<file path="src/rtl/spi_word_sequencer.sv">
// Command stage in front of the 16-bit SPI word transmitter: buffers words in a
// small FIFO, launches each with a single start pulse, keeps the word stable
// while both bytes go out, and assembles the two returned MISO bytes.
module spi_word_sequencer #(
    parameter int unsigned FIFO_DEPTH     = 8,
    parameter int unsigned GAP_CYCLES     = 2,
    parameter int unsigned TIMEOUT_CYCLES = 1023
) (
    input  logic                          i_Clk,
    input  logic                          i_Rst_L,
    input  logic                          i_Wr_Valid,
    input  logic [15:0]                   i_Wr_Data,
    output logic                          o_Wr_Ready,
    output logic                          o_Start,
    output logic [15:0]                   o_TX_Word,
    input  logic                          i_RX_DV,
    input  logic [7:0]                    i_RX_Byte,
    output logic                          o_RX_Valid,
    output logic [15:0]                   o_RX_Word,
    output logic                          o_Busy,
    output logic [$clog2(FIFO_DEPTH):0]   o_Level,
    output logic                          o_Timeout
);

    localparam int unsigned PtrW  = $clog2(FIFO_DEPTH);
    localparam int unsigned LvlW  = PtrW + 1;
    localparam int unsigned GapW  = $clog2(GAP_CYCLES + 1);
    localparam int unsigned WaitW = $clog2(TIMEOUT_CYCLES + 1);

    localparam logic [LvlW-1:0]  LevelFull = LvlW'(FIFO_DEPTH);
    localparam logic [GapW-1:0]  GapLast   = GapW'(GAP_CYCLES - 1);
    localparam logic [WaitW-1:0] WaitLast  = WaitW'(TIMEOUT_CYCLES - 1);

    typedef enum logic [2:0] {
        StIdle,
        StStart,
        StWaitLo,
        StWaitHi,
        StGap
    } state_e;

    state_e            state_q, state_d;
    logic [15:0]       mem [FIFO_DEPTH];
    logic [PtrW-1:0]   wr_ptr_q, rd_ptr_q;
    logic [LvlW-1:0]   level_q;
    logic [GapW-1:0]   gap_cnt_q, gap_cnt_d;
    logic [WaitW-1:0]  wait_cnt_q, wait_cnt_d;
    logic [7:0]        low_q, low_d;
    logic [15:0]       tx_word_q;
    logic [15:0]       rx_word_q, rx_word_d;
    logic              rx_valid_q, rx_valid_d;
    logic              timeout_q, timeout_d;
    logic              push, pop, full;

    // Ready comes from the registered level, so a push while full is dropped
    // even when a pop happens on the same edge.
    assign full       = (level_q == LevelFull);
    assign push       = i_Wr_Valid && !full;

    assign o_Wr_Ready = !full;
    assign o_Start    = (state_q == StStart);
    assign o_Busy     = (state_q != StIdle);
    assign o_TX_Word  = tx_word_q;
    assign o_RX_Valid = rx_valid_q;
    assign o_RX_Word  = rx_word_q;
    assign o_Level    = level_q;
    assign o_Timeout  = timeout_q;

    // FIFO storage; contents need no reset since pointers and level do.
    always_ff @(posedge i_Clk) begin
        if (push) begin
            mem[wr_ptr_q] <= i_Wr_Data;
        end
    end

    // Next-state, counters and receive assembly.
    always_comb begin
        state_d    = state_q;
        gap_cnt_d  = gap_cnt_q;
        wait_cnt_d = wait_cnt_q;
        low_d      = low_q;
        rx_word_d  = rx_word_q;
        rx_valid_d = 1'b0;
        timeout_d  = timeout_q;
        pop        = 1'b0;
        case (state_q)
            StIdle: begin
                // After an abort the transmitter byte phase is unknown: hold off.
                if ((level_q != '0) && !timeout_q) begin
                    pop     = 1'b1;
                    state_d = StStart;
                end
            end
            StStart: begin
                wait_cnt_d = '0;
                state_d    = StWaitLo;
            end
            StWaitLo: begin
                if (i_RX_DV) begin
                    low_d      = i_RX_Byte;
                    wait_cnt_d = '0;
                    state_d    = StWaitHi;
                end else if (wait_cnt_q == WaitLast) begin
                    timeout_d = 1'b1;
                    state_d   = StIdle;
                end else begin
                    wait_cnt_d = wait_cnt_q + WaitW'(1);
                end
            end
            StWaitHi: begin
                if (i_RX_DV) begin
                    rx_word_d  = {i_RX_Byte, low_q};
                    rx_valid_d = 1'b1;
                    wait_cnt_d = '0;
                    gap_cnt_d  = '0;
                    state_d    = StGap;
                end else if (wait_cnt_q == WaitLast) begin
                    timeout_d = 1'b1;
                    state_d   = StIdle;
                end else begin
                    wait_cnt_d = wait_cnt_q + WaitW'(1);
                end
            end
            StGap: begin
                if (gap_cnt_q == GapLast) begin
                    state_d = StIdle;
                end else begin
                    gap_cnt_d = gap_cnt_q + GapW'(1);
                end
            end
            default: state_d = StIdle;
        endcase
    end

    // State, FIFO bookkeeping and output registers.
    always_ff @(posedge i_Clk) begin
        if (!i_Rst_L) begin
            state_q    <= StIdle;
            wr_ptr_q   <= '0;
            rd_ptr_q   <= '0;
            level_q    <= '0;
            gap_cnt_q  <= '0;
            wait_cnt_q <= '0;
            low_q      <= '0;
            tx_word_q  <= '0;
            rx_word_q  <= '0;
            rx_valid_q <= 1'b0;
            timeout_q  <= 1'b0;
        end else begin
            state_q    <= state_d;
            gap_cnt_q  <= gap_cnt_d;
            wait_cnt_q <= wait_cnt_d;
            low_q      <= low_d;
            rx_word_q  <= rx_word_d;
            rx_valid_q <= rx_valid_d;
            timeout_q  <= timeout_d;
            if (push) begin
                wr_ptr_q <= wr_ptr_q + PtrW'(1);
            end
            if (pop) begin
                rd_ptr_q  <= rd_ptr_q + PtrW'(1);
                // Held until the next pop; the transmitter re-reads the high byte.
                tx_word_q <= mem[rd_ptr_q];
            end
            case ({push, pop})
                2'b10:   level_q <= level_q + LvlW'(1);
                2'b01:   level_q <= level_q - LvlW'(1);
                default: level_q <= level_q;
            endcase
        end
    end

endmodule

</file>
<file path="config.mk">
export PLATFORM = sky130hd
export DESIGN_NAME = spi_word_sequencer
export DESIGN_NICKNAME = d
export VERILOG_FILES = /design/src/rtl/spi_word_sequencer.sv
export SDC_FILE = /design/constraint.sdc
export NUM_CORES = 1
export LEC_CHECK = 0
export CAP_MARGIN = 10
export CORE_MARGIN = 1
export CORE_UTILIZATION = 57
export CTS_CLUSTER_SIZE = 10
export DETAILED_ROUTE_END_ITERATION = 16
export GPL_TIMING_DRIVEN = 0
export PLACE_DENSITY = 0.79
export SYNTH_ARGS = -nofsm -noshare
export SYNTH_HDL_FRONTEND = slang
export SYNTH_SLANG_ARGS = --single-unit
</file>
<file path="constraint.sdc">
create_clock -name i_Clk -period 3 [get_ports i_Clk]
set_input_delay 0.6 -clock i_Clk [delete_from_list [all_inputs] [get_ports i_Clk]]
set_output_delay 0.6 -clock i_Clk [all_outputs]
set_load 0.03 [all_outputs]
</file>
# Word level (Yosys, flattened, before mapping)
# Memory sizes are Yosys's and may differ from the RTL's. A register that Yosys moved wholly into a read port is not among the register bits.
# Index checks and enable logic that the tools add are counted.
word_totals:
  register_bits: 51
  latchBits: 0
  ram_bits: 128
  mem_bits_ro: 0
  inputBits: 28
  elab_cells: 69
  mem_count: 1
classes:
  n_addsub: 6
  n_mul: 0
  div: 0
  magnitude_cmp: 0
  eq_ne: 14
  shifts: 0
  muxes: 18
  bitwise: 1
  reduce_logical: 19
memory_table:
  columns: ["name", "depth", "width", "read_ports", "rd_ports_with_merged_regs", "wr", "line", "source"]
  rows:
  - ["mem", 8, 16, 1, 1, 1, "43", "logic [15:0] mem [FIFO_DEPTH];"]
ops:
  columns: ["cell", "count"]
  rows:
  - ["$mux W10", 2]
  - ["$pmux W10 S2", 1]
  - ["$mux W3", 5]
  - ["$pmux W3 S5", 1]
  - ["$add A10 B1 Y10 const B", 1]
  - ["$eq A10 B10 Y1 const B", 1]
  - ["$reduce_and A2 Y1", 5]
  - ["$ne A2 B2 Y1 const B", 4]
  - ["$pmux W4 S2", 1]
  - ["$add A3 B1 Y3 const B", 2]
  - ["$eq A3 B2 Y1 const B", 2]
  - ["$reduce_and A3 Y1", 2]
  - ["$reduce_bool A2 Y1", 3]
  - ["$mux W1", 5]
  - ["$add A4 B1 Y4 const B", 1]
  - ["$eq A2 B1 Y1 const B", 2]
  - ["$eq A4 B4 Y1 const B", 1]
  - ["$mux W2", 2]
  - ["$pmux W2 S2", 1]
  - ["$reduce_bool A4 Y1", 1]
  - ["$sub A4 B1 Y4 const B", 1]
  - ["$eq A3 B1 Y1 const B", 1]
  - ["$eq A3 B3 Y1 const B", 1]
  - ["$logic_not A1 Y1", 3]
  - ["other kinds (8)", 9]

# Longest topological paths before layout
# Gate-level depths: netlist of run 1.
depth:
  depth_word: 6
  depth_mapped: 11

# Worst setup path before layout of run 1
# Ideal clock, no wire load.
synth_timing:
  kind: "register to register"
  start: "register level_q[1] (netlist: o_Level[1])"
  end: "memory mem[0][0] (enable)"
  setup_time_ps: 409
  t_arrival_ps: 2874
  t_required_ps: 2591
  setup_slack_ps: -283
  path_stages_with_launch: 7
  path_buffers: 2
  path_cell_list: "dfxtp_1 -> buf_2 -> or4b_1 -> clkbuf_1 -> nand2_1 -> or2_2 -> nor3_1"
synth_via:
  elab_chain_cells: 5
synth_lines:
  columns: ["item", "line", "source"]
  rows:
  - ["start: declaration", "45", "logic [LvlW-1:0] level_q;"]
  - ["start signal: assignment", "166", "2'b10: level_q <= level_q + LvlW'(1);"]
  - ["start signal: assignment", "167", "2'b01: level_q <= level_q - LvlW'(1);"]
  - ["start signal: assignment", "168", "default: level_q <= level_q;"]
  - ["$eq A4 B4 Y1", "57", "assign full = (level_q == LevelFull);"]
  - ["$logic_not A1 Y1", null, null]
  - ["net o_Wr_Ready", "13", "output logic o_Wr_Ready,"]
  - ["$logic_and A1 B1 Y1", "58", "assign push = i_Wr_Valid && !full;"]
  - ["$mux W1", "71", "if (push) begin"]
  - ["$mux W1 (not written as such)", "72", "mem[wr_ptr_q] <= i_Wr_Data;"]
  - ["end: declaration", "43", null]
# The timed path passes the listed nets, and every way through them passes these cells.

# Worst setup path after layout of run 1
layout_timing:
  start: "register level_q[1] (netlist: o_Level[1])"
  end: "output o_Wr_Ready"
layout_via:
  elab_chain_cells: 2
layout_lines:
  columns: ["item", "line", "source"]
  rows:
  - ["$eq A4 B4 Y1", "57", null]
  - ["$logic_not A1 Y1", "60", "assign o_Wr_Ready = !full;"]
  - ["end: declaration", "13", null]
# Every way passes these cells.

==> results.json, run 1 <==
{
  "multi_input_area_um2": 2435,
  "critical_path.endpoint_type": "primary output",
  "detail-route-antenna-nets": 0,
  "yosysWarningCount": 0,
  "power.switching_mw": 2.227,
  "fin_worst_skew_ps": 15.73,
  "placement.io_buffers": 67,
  "cts.repair_timing.setup_buffer_count": 0,
  "final.setup.worst_slack_ps": 161.7,
  "largest_net_degree_at_the_start_of_global_routing": 17,
  "setup_violations": 0,
  "synth_commonest_cells": "128 x edfxtp_1, 67 x dfxtp_1, 47 x nand2_1",
  "power_density_nw_per_um2": 805.7,
  "route.vias.total": 4636,
  "finalWirelength_mm": 15.60,
  "chipHeight_um": 118.8,
  "sequentialPowerShare_pct": 43.2,
  "ys_seq_elements": 195,
  "grt_pass1_vias": 4569,
  "path_class": "reg -> out",
  "finalInstanceArea_um2": 9405,
  "routedWlPerCell_um": 19.94,
  "numCtsBuffers": 17,
  "gp_congestion": 0.7327,
  "floorplan.die_area_um2": 14120,
  "layoutNonFillerInstCount": 782,
  "syn-cell-area_um2": 7782,
  "grt_util_all_layers_pct": 23.37,
  "worst_pin_slew_ps": 727.8,
  "ant_diodes": 0,
  "pin_count": 69,
  "global_route.peak_usage_layer": "met2",
  "initial_core_util_pct": 58.54,
  "postSynth.topFlopCell": "edfxtp_1",
  "max_freq_mhz": 352.3,
  "final.fill_count": 842,
  "post_dp_cell_area_um2": 8832,
  "vias_per_cell": 5.928,
  "grt_met1_use_pct": 29.73,
  "cts-htree-levels": 4,
  "rsz0062_at_grt": "no",
  "design.core.area_um2": 13300,
  "maxSlewHeadroom_pct": 51.48,
  "dp.cells": 750,
  "worst_hold_endpoint": "o_RX_Word[7]",
  "synth.top_cell.area_share_pct": 49.39,
  "ff2ff_path_depth": 11,
  "dp_hpwl_mm": 10.42,
  "min_period_ps": 2838,
  "cp.arrival_ps": 2240,
  "reg2reg_from": "o_Level[1]",
  "cap_violations": 0,
  "holdBufCountCts": 0,
  "ys_seq_area_share_pct": 66.62,
  "synth_enable_flop_cells": 128,
  "drive_gt1_share_pct": 15.18,
  "global_route.overflow_total": 0,
  "leakagePower_nw": 3.127,
  "synthMostInstantiatedCell": "edfxtp_1",
  "rows": 42,
  "cts_root_buffer": "clkbuf_16",
  "detail_route.drc_violations": 0,
  "syn_inst": 498,
  "run_status": "finished, final reports clean",
  "register_area_um2": 5185,
  "critical_path.max_fanout": 8,
  "synth_nets": 534,
  "die_w_um": 118.8,
  "groute.layer.met2.usage_pct": 39.51,
  "share_comb_of_total_power_pct": 27.8,
  "max_buffers_root_to_sink": 2,
  "cts.clk_slew.worst_paths_ps": 60,
  "insertion_delay_of_the_later_clocked_pin_in_the_worst_skew_pair_ps": 440,
  "timing.critical_path.from_type": "register",
  "biggest_area_consumer_among_synthesized_cells": "edfxtp_1",
  "hold_class": "reg -> reg",
  "reg2reg_slack_ps": 190,
  "clock_power_share_pct": 28.9,
  "irDropWorstVdd_mv": 0.4406,
  "hold_path_depth": 2,
  "detailedPlace.worstSlack_ps": 243.6,
  "cts.sinks": 195,
  "detail_route.first_pass.iterations": 4,
  "worst_hold_slack_ps": 456.1,
  "tritoncts": "yes",
  "synth-async-reset-ratio_pct": 0,
  "grt_util_met3_pct": 3.975,
  "layout-area-overhead-vs-synth_pct": 20.85,
  "syn-mean-instance-area_um2": 15.63,
  "report.final.hold_viol_count": 0,
  "cts_resized": 0,
  "cell_internal_pwr_mw": 5.351,
  "antenna_violations_before_repair": 0,
  "min-delay-start": "low_q[7]",
  "final_nets": 629,
  "sw_frac_of_total_pct": 29.39,
  "report.final.slew_viol_count": 0,
  "critical_path.reg2reg.endpoint": "o_Level[2]",
  "drt_first_iter_violations": 248,
  "netlist-cell-type-count": 56,
  "fin_crit_sh_pct": 94.61,
  "global_route_wire_length_before_repair_mm": 24.16,
  "post_synth_main_area_contributors": "edfxtp_1 49%, dfxtp_1 17%, mux4_1 8.1%",
  "timing.critical_path.required_ps": 2400
}
## cells in the final DEF, fill, tap and decap left out, types with 8 or more instances in the layout
cell and count:
mux4_2 8, mux2i_1 13, a21oi_1 27, mux4_1 24
clkbuf_1 16, a22o_1 16, nor2_1 26, nand2_1 47
dfxtp_1 67, edfxtp_1 128, clkdlybuf4s50_1 67, mux2_2 16
nand3_1 11, clkbuf_16 17
## registers in the layout, indices dropped and copies added, names as in the netlist
register	count
wait_cnt_q	10
low_q	8
gap_cnt_q	2
o_Level	4
rd_ptr_q	3
o_TX_Word	16
state_q	3
wr_ptr_q	3
o_Timeout	1
o_RX_Valid	1
o_RX_Word	16
mem	128
## metal layers
metal	vias to the layer above	wire, um
met1	2337	6649
met3	29	645
met5	-	0
met4	0	355
met2	131	7945
li1	2139	-
## power groups by stage
stage	sequential (mW)	combinational (mW)	clock, mW
final	3.28	2.11	2.19
after global placement	3.31	2.01	0
after floorplan	3.54	1.19	0
after global routing	3.30	2.25	2.30
after CTS	3.27	2.12	2.21
after detailed placement	3.33	2.10	0
## cells by family (layout without fill, tap and decap cells)
group | count (synthesis) | in the layout | synth area share [%]
XOR/XNOR | 6 | 6 | 0.6752
AND/OR/NAND/NOR | 129 | 129 | 8.505
adder cells (fa/ha/maj) | 8 | 8 | 1.286
multiplexers | 61 | 61 | 14.40
buffers and inverters | 31 | 139 | 2.524
AO/OA/AOI/OAI | 68 | 68 | 5.981
flip-flops | 195 | 195 | 66.62
## worst max-delay path: stages, from the launching register on
cell and delay (ps):
dfxtp_1 320, buf_2 170, or4b_1 520, clkbuf_1 180, clkdlybuf4s50_1 620
## cell type report
| class | instances | area share (%) |
|---|---|---|
| buffer | 27 | 1.929 |
| inverter | 4 | 0.1596 |
| tap | 176 | 2.341 |
| sequential | 195 | 55.13 |
| clock inverter | 8 | 1.051 |
| multi-input combinational | 272 | 25.89 |
| clock buffer | 24 | 5.015 |
| timing repair buffer | 76 | 8.487 |
## metrics by stage
stage                     total power [mW]  setup TNS (ps)  util (%)
after floorplan                      4.725               0         -
after global placement               5.323          -37570     65.27
after detailed placement             5.427               0     66.43
after CTS                            7.603               0     70.72
after global routing                 7.847               0     70.74
final                                7.578               0     70.74
## worst max-delay path by stage
| stage | from | endpoint | slack (ps) | cells past startpoint |
|---|---|---|---|---|
| after CTS | o_Level[1] | o_Wr_Ready | 160 | 4 |
| after global placement | i_Wr_Valid | mem[1][9] | -930 | 3 |
| after global routing | o_Level[1] | o_Level[2] | 30 | 11 |
| after detailed placement | o_Level[1] | o_Level[2] | 240 | 11 |
| after floorplan | o_Level[1] | mem[1][0] | 30 | 5 |
| final | o_Level[1] | o_Wr_Ready | 160 | 4 |
Note: power is estimated with default switching activity, not from simulation.
==> inputs of run 2 (changes only) <==
- CORE_MARGIN: 1 -> 10
==> run 2 against run 1 <==
Clock power barely moved; sequential share of layout area barely moved; global-route usage fell by 5.2 points; largest power group unchanged; final area barely moved; non-clock buffer count did not move; final cell count did not move; critical path type unchanged; highest routed layer unchanged; flip-flop and latch count did not move.
==> results.json, run 2 (synthesis gave the netlist of run 1 again) <==
{
  "rows": 42,
  "detailedPlace.worstSlack_ps": 233.5,
  "share_comb_of_total_power_pct": 28.1,
  "cts.clk_slew.worst_paths_ps": 60,
  "pin_count": 69,
  "irDropWorstVdd_mv": 0.4674,
  "detail_route.first_pass.iterations": 4,
  "detail_route.drc_violations": 0,
  "cell_internal_pwr_mw": 5.300,
  "report.final.hold_viol_count": 0,
  "vias_per_cell": 5.954,
  "leakagePower_nw": 3.131,
  "critical_path.reg2reg.endpoint": "o_Level[2]",
  "fin_worst_skew_ps": 8.471,
  "clock_power_share_pct": 28.8,
  "layoutNonFillerInstCount": 782,
  "cts-htree-levels": 4,
  "grt_met1_use_pct": 21.37,
  "max_stage_delay_on_crit_path_ps": 630,
  "routedWlPerCell_um": 20.99,
  "cts_root_buffer": "clkbuf_16",
  "run_status": "finished, final reports clean",
  "sequentialPowerShare_pct": 43.1,
  "maxSlewHeadroom_pct": 52.96,
  "cts.repair_timing.setup_buffer_count": 0,
  "global_route.overflow_total": 0,
  "route.vias.total": 4656,
  "mostFrequentLayoutCell": "edfxtp_1",
  "grt_util_all_layers_pct": 18.18,
  "max_freq_mhz": 354.3,
  "layout-area-overhead-vs-synth_pct": 20.76,
  "numCtsBuffers": 17,
  "sw_frac_of_total_pct": 30.09,
  "largest_reg_flops": 128,
  "design.core.area_um2": 13300,
  "critical_path.endpoint": "o_Wr_Ready",
  "insertion_delay_of_the_later_clocked_pin_in_the_worst_skew_pair_ps": 430,
  "finalCoreUtilization_pct": 70.69,
  "setup_violations": 0,
  "critical_path.endpoint_type": "primary output",
  "critical_path.max_fanout": 8,
  "grt_util_met3_pct": 4.692,
  "antenna_violations_before_repair": 0,
  "global_route.peak_usage_layer": "met2",
  "power_density_nw_per_um2": 806.7,
  "cp_cell_sequence": "buf_2, or4b_1, clkbuf_1, clkdlybuf4s50_1",
  "groute.layer.met2.usage_pct": 31.92,
  "gp_congestion": 0.7384,
  "layout_common_cells": "128 x edfxtp_1, 67 x dfxtp_1, 67 x clkdlybuf4s50_1",
  "dp.cells": 750,
  "cts_resized": 0,
  "drive_gt1_share_pct": 15.35,
  "floorplan.die_area_um2": 18730,
  "grt_pass1_vias": 4765,
  "dp_hpwl_mm": 11.08,
  "final.fill_count": 865,
  "fin_crit_sh_pct": 94.09,
  "finalInstanceArea_um2": 9398,
  "initial_core_util_pct": 58.54,
  "timing.critical_path.from_type": "register",
  "multi_input_area_um2": 2432,
  "power.switching_mw": 2.281,
  "max_buffers_root_to_sink": 2,
  "ant_diodes": 0,
  "critical_path.slowest_cell": "clkdlybuf4s50_1",
  "final.setup.worst_slack_ps": 177.3,
  "register_area_um2": 5185,
  "final_nets": 629,
  "cts.sinks": 195,
  "report.final.slew_viol_count": 0,
  "tritoncts": "yes",
  "cap_violations": 0,
  "detail-route-antenna-nets": 0,
  "hold_class": "reg -> reg",
  "min_period_ps": 2823,
  "reg2reg_slack_ps": 250,
  "reg2reg_from": "o_Level[1]",
  "timing.critical_path.required_ps": 2400,
  "die_w_um": 136.8,
  "cp.arrival_ps": 2220,
  "drt_first_iter_violations": 409,
  "global_route_wire_length_before_repair_mm": 25.63,
  "timing.critical_path.from": "o_Level[1]",
  "placement.io_buffers": 67,
  "holdBufCountCts": 0,
  "rsz0062_at_grt": "no",
  "ff2ff_path_depth": 11,
  "finalWirelength_mm": 16.42,
  "path_class": "reg -> out",
  "worst_pin_slew_ps": 705.6,
  "largest-register": "mem",
  "chipHeight_um": 136.8,
  "largest_net_degree_at_the_start_of_global_routing": 17,
  "post_dp_cell_area_um2": 8832
}
==> run 2: power by group through the flow <==
stage	Sequential (mW)	Combinational, mW	Clock [mW]
floorplan	3.54	1.19	0
global placement	3.31	2.03	0
detailed placement	3.32	2.13	0
CTS	3.27	2.15	2.22
global route	3.29	2.28	2.33
finish	3.27	2.13	2.18
==> run 2: how the worst min path moves through the flow <==
stage                      start      endpoint  slack (ps)  cells past startpoint
CTS                 o_RX_Word[0]  o_RX_Word[0]         450                      2
finish              o_RX_Word[0]  o_RX_Word[0]         460                      2
global route            low_q[7]  o_RX_Word[7]         480                      2
global placement        low_q[7]  o_RX_Word[7]         440                      2
floorplan               low_q[0]  o_RX_Word[0]         430                      2
detailed placement  o_RX_Word[0]  o_RX_Word[0]         450                      2
==> run 2: stage by stage <==
| step | power [mW] | hold WS (ps) | TNS [ps] |
|---|---|---|---|
| 2_1_floorplan | 4.725 | 431.3 | 0 |
| 3_3_place_gp | 5.343 | 437.8 | -35850 |
| 3_5_place_dp | 5.453 | 445.8 | 0 |
| 4_1_cts | 7.637 | 454.7 | 0 |
| 5_1_grt | 7.894 | 475.4 | 0 |
| 6_report | 7.581 | 456.3 | 0 |
==> run 2: critical path, delay by kind of cell, from the launching register on <==
kind,cells,cell delay (ps)
buf+inv,3,980
simple gates,1,500
flops,1,320
==> run 2: layout make-up <==
type,instances,share of cell area (%)
Clock buffer,18,4.567
Inverter,4,0.1598
Sequential cell,195,55.17
Tap cell,176,2.343
Buffer,27,1.931
Multi-Input combinational cell,272,25.88
Timing Repair Buffer,76,8.494
Clock inverter,14,1.451
==> run 2: routing by layer <==
metal  part of all wire [%]  vias to the layer above
li1                       -                     2133
met1                     39                     2364
met2                     54                      140
met3                    5.6                       19
met4                    1.2                        0
met5                      0                        -
==> inputs of run 3 (changes only) <==
- MAX_ROUTING_LAYER: unset -> met4
==> run 3 against run 2 <==
Critical path depth unchanged; worst hold slack about the same; total power about the same; fmax about the same; clock power about the same; largest cell class unchanged.
==> results.json, run 3 (synthesis gave the netlist of run 1 again) <==
{
  "run_status": "finished, final reports clean",
  "holdBufCountCts": 0,
  "fin_crit_sh_pct": 94.06,
  "met1_length_mm": 6.514,
  "critical_path.max_fanout": 8,
  "min_period_ps": 2822,
  "maxSlewHeadroom_pct": 52.67,
  "critical_path.endpoint_type": "primary output",
  "dp_hpwl_mm": 11.08,
  "numCtsBuffers": 17,
  "drive_gt1_share_pct": 15.35,
  "largest_net_degree_at_the_start_of_global_routing": 17,
  "detail_route.drc_violations": 0,
  "setup_violations": 0,
  "floorplan.die_area_um2": 18730,
  "detailedPlace.worstSlack_ps": 233.5,
  "detail_route.first_pass.iterations": 4,
  "timing.critical_path.from_type": "register",
  "fin_worst_skew_ps": 8.784,
  "final_nets": 629,
  "largest-register": "mem",
  "cts.sinks": 195,
  "final.fill_count": 865,
  "cts-htree-levels": 4,
  "power.switching_mw": 2.279,
  "met2WireLength_mm": 8.845,
  "design.core.area_um2": 13300,
  "sw_frac_of_total_pct": 30.07,
  "gp_congestion": 0.7475,
  "grt_pass1_vias": 4777,
  "cts.clk_slew.worst_paths_ps": 60,
  "die_w_um": 136.8,
  "placement.io_buffers": 67,
  "chipHeight_um": 136.8,
  "highest-signal-layer": "met4",
  "cp_cell_sequence": "buf_2, or4b_1, clkbuf_1, clkdlybuf4s50_1",
  "global_route_wire_length_before_repair_mm": 25.56,
  "rsz0062_at_grt": "no",
  "routedWlPerCell_um": 20.93,
  "max_stage_delay_on_crit_path_ps": 630,
  "cts_root_buffer": "clkbuf_16",
  "report.final.hold_viol_count": 0,
  "initial_core_util_pct": 58.54,
  "cts.repair_timing.setup_buffer_count": 0,
  "irDropWorstVdd_mv": 0.4641,
  "leakagePower_nw": 3.131,
  "drt_first_iter_violations": 398,
  "layout-area-overhead-vs-synth_pct": 20.76,
  "layout_common_cells": "128 x edfxtp_1, 67 x dfxtp_1, 67 x clkdlybuf4s50_1",
  "path_delay_family": "buffers and inverters",
  "report.final.slew_viol_count": 0,
  "global_route.overflow_total": 0,
  "ant_diodes": 0,
  "tritoncts": "yes",
  "share_comb_of_total_power_pct": 28.1,
  "finalWirelength_mm": 16.37,
  "post_dp_cell_area_um2": 8832,
  "antenna_violations_before_repair": 0,
  "worst_pin_slew_ps": 702.6,
  "path_class": "reg -> out",
  "vias_per_cell": 5.971,
  "sequentialPowerShare_pct": 43.1,
  "critical_path.slowest_cell": "clkdlybuf4s50_1",
  "route.vias.total": 4669,
  "rows": 42,
  "dr_wl_met3_um": 810,
  "grt_util_all_layers_pct": 18.70,
  "final.setup.worst_slack_ps": 178.2,
  "insertion_delay_of_the_later_clocked_pin_in_the_worst_skew_pair_ps": 430,
  "largest_reg_flops": 128,
  "worstPathBufferInverterCount": 3,
  "finalInstanceArea_um2": 9398,
  "reg2reg_slack_ps": 260,
  "cell_internal_pwr_mw": 5.300,
  "max_freq_mhz": 354.4,
  "cts_resized": 0,
  "cap_violations": 0,
  "detail-route-antenna-nets": 0,
  "clock_power_share_pct": 28.8,
  "hold_class": "reg -> reg",
  "pin_count": 69,
  "max_buffers_root_to_sink": 2,
  "mostFrequentLayoutCell": "edfxtp_1",
  "timing.critical_path.required_ps": 2400,
  "power_density_nw_per_um2": 806.5,
  "cp.arrival_ps": 2220
}
run 3: cell counts in the layout (fill, tap and decap cells not counted):
No cell type changed its count.
run 3: metal layers:
layer,GRT usage (%),up-vias
li1,-,2141
met1,21.49,2385
met2,31.84,125
met3,4.472,18
met4,5.913,0
met5,-,-
run 3: cell type report:
class                   instances  area, um^2  share of cell area [%]
inverters                       4       15.01                  0.1598
clock buffers                  18       429.2                   4.567
repair buffers                 76       798.3                   8.494
plain buffers                  27       181.4                   1.931
well taps                     176       220.2                   2.343
clock inverters                14       136.4                   1.451
multi-input cells             272        2432                   25.88
flip-flops and latches        195        5185                   55.17
run 3: power by group through the flow:
stage	Clock (mW)	Combinational, mW	Sequential (mW)
floorplan	0	1.19	3.54
global placement	0	2.03	3.31
detailed placement	0	2.13	3.32
CTS	2.22	2.15	3.27
global route	2.33	2.27	3.29
finish	2.18	2.13	3.27
run 3: final timing paths:
path                                   start      endpoint  cells past startpoint
worst max-delay path              o_Level[1]    o_Wr_Ready                      4
worst min-delay path            o_RX_Word[0]  o_RX_Word[0]                      2
worst max register to register    o_Level[1]    o_Level[2]                     11
worst min register to register  o_RX_Word[0]  o_RX_Word[0]                      2
run 3: worst register-to-register path: cells and delay by family, from the launching register on:
family / cells / cell delay (ps)
compound gates: 2 / 200
xor+xnor: 2 / 320
fa+ha+maj: 2 / 450
buf+inv: 2 / 350
flops: 1 / 320
simple gates: 3 / 1040
run 3: per-stage QoR:
step           hold slack (ps)  util [%]  instances  setup TNS [ps]  power (mW)
2_1_floorplan            431.3         -        498               0       4.725
3_3_place_gp             437.8     65.27        741          -35850       5.343
3_5_place_dp             445.8     66.43        750               0       5.453
4_1_cts                  454.7     70.69        782               0       7.637
5_1_grt                  475.4     70.69        782               0       7.892
6_report                 456.3     70.69        782               0       7.580
==> RTL change, RTL diff (settings of run 2) <==
Re-encode `state_e` (5 states) as one-hot, 5 bits wide.
--- a/src/rtl/spi_word_sequencer.sv
+++ b/src/rtl/spi_word_sequencer.sv
@@ -32,10 +32,10 @@
     localparam logic [WaitW-1:0] WaitLast  = WaitW'(TIMEOUT_CYCLES - 1);
 
-    typedef enum logic [2:0] {
-        StIdle,
-        StStart,
-        StWaitLo,
-        StWaitHi,
-        StGap
+    typedef enum logic [4:0] {
+        StIdle   = 5'b00001,
+        StStart  = 5'b00010,
+        StWaitLo = 5'b00100,
+        StWaitHi = 5'b01000,
+        StGap    = 5'b10000
     } state_e;
 
Function: same outputs for any inputs over 10 cycles, from zero or initial values and one cycle with i_Rst_L low; not proved beyond that.
==> RTL change against run 2 <==
- worst setup slack better by 0.27 ns
- sequential cell count is 2 higher
- fmax rose by 11%
- wire length grew 2.4%
- count of clock-buffer cells in the layout is the same
- synthesized area grew 0.29%
- critical endpoint is now o_Level[2]$_SDFFE_PN0P_
- largest power group unchanged
- power down 1.8%
- register-to-register slack better by 0.20 ns
- final cell count increased by 3.1%
- clock skew up 0.0031 ns
- combinational power shrank 6%
- critical path type is now reg2reg
- final area grew 0.17%
- non-clock buffer count rose by 2
==> RTL change: results <==
[drt]
avgViaCountPerCell = 5.72
wl_per_cell_um = 20.9
drtIter0Drc = 401
wl_met2_um = 8950
routed-wl-met3_um = 758
wl_met1_um = 6910

[clock_tree]
path_clk_slew_ns = 0.08

[placement]
place_inst = 773
dp_slack_ns = 0.206
post_dp_cell_area_um2 = 8840

[yosys]
ys_seq_area_frac = 0.669
synth_ff_type = "edfxtp_1"
ys_top_cells_by_count = "edfxtp_1 (128), dfxtp_1 (69), nand2_1 (58)"
synth-xor-area-share = 0.0146
synthTopCellsByArea = "edfxtp_1 (49%), dfxtp_1 (18%), mux4_2 (9.2%)"
synth_compound_area_frac = 0.0553
synth_cell_types = 54
synth_adder_area_share = 0.0128
synth_fp_nets = 558
synth_area_per_cell_um2 = 15.0
muxShareOfSynthArea = 0.127

[layout]
fin_cells = 806
multiInputGateArea_um2 = 2430
signal_buffers = 105
sh_seq_area = 0.555
clkCellAreaFrac = 0.0602
n_multi_input_combinational_cell = 290
buffer_area_frac = 0.100
final_nets = 653
layout-drive-gt1-share = 0.171
inverters_excl_clock = 6

[setup_path]
crit_family = "simple AND/OR/NAND/NOR gates"
critPathArrivalTime_ns = 2.87
critPathSlowestCell = "dfxtp_1"

[timing]
relSlewSlack = 0.335

[global_route]
grt_pass1_vias = 4736
use_met1 = 0.224
grt_max_degree = 20
grt_pass1_wl_um = 26300
met3_usage = 0.0455
use_met2 = 0.330
track_usage = 0.187

[pwr]
p_sw_frac = 0.313
combPwrFrac = 0.271
p_clk_frac = 0.291
powerDensity_nw_per_um2 = 791
finalPower_w = 0.00745
leakage_nw = 3.10
ir_worst_vdd_mv = 0.554

[outcome]
status = "completed"
## RTL change: final timing paths
kind,from,end,slack [ns],cells past startpoint
max reg2reg,o_Level[1]$_SDFFE_PN0P_,o_Level[2]$_SDFFE_PN0P_,0.45,11
max,o_Level[1]$_SDFFE_PN0P_,o_Level[2]$_SDFFE_PN0P_,0.45,11
min reg2reg,o_TX_Word[5]$_SDFFE_PN0P_,o_TX_Word[5]$_SDFFE_PN0P_,0.45,2
min,o_TX_Word[5]$_SDFFE_PN0P_,o_TX_Word[5]$_SDFFE_PN0P_,0.45,2
## RTL change: logic make-up (layout without fill, tap and decap cells)
family / count (synthesis) / count (layout)
flip-flops: 197 / 197
AND/OR/NAND/NOR: 144 / 144
multiplexers: 59 / 59
AO/OA/AOI/OAI: 66 / 66
XOR/XNOR: 13 / 13
buffers and inverters: 35 / 143
adder cells (fa/ha/maj): 8 / 8
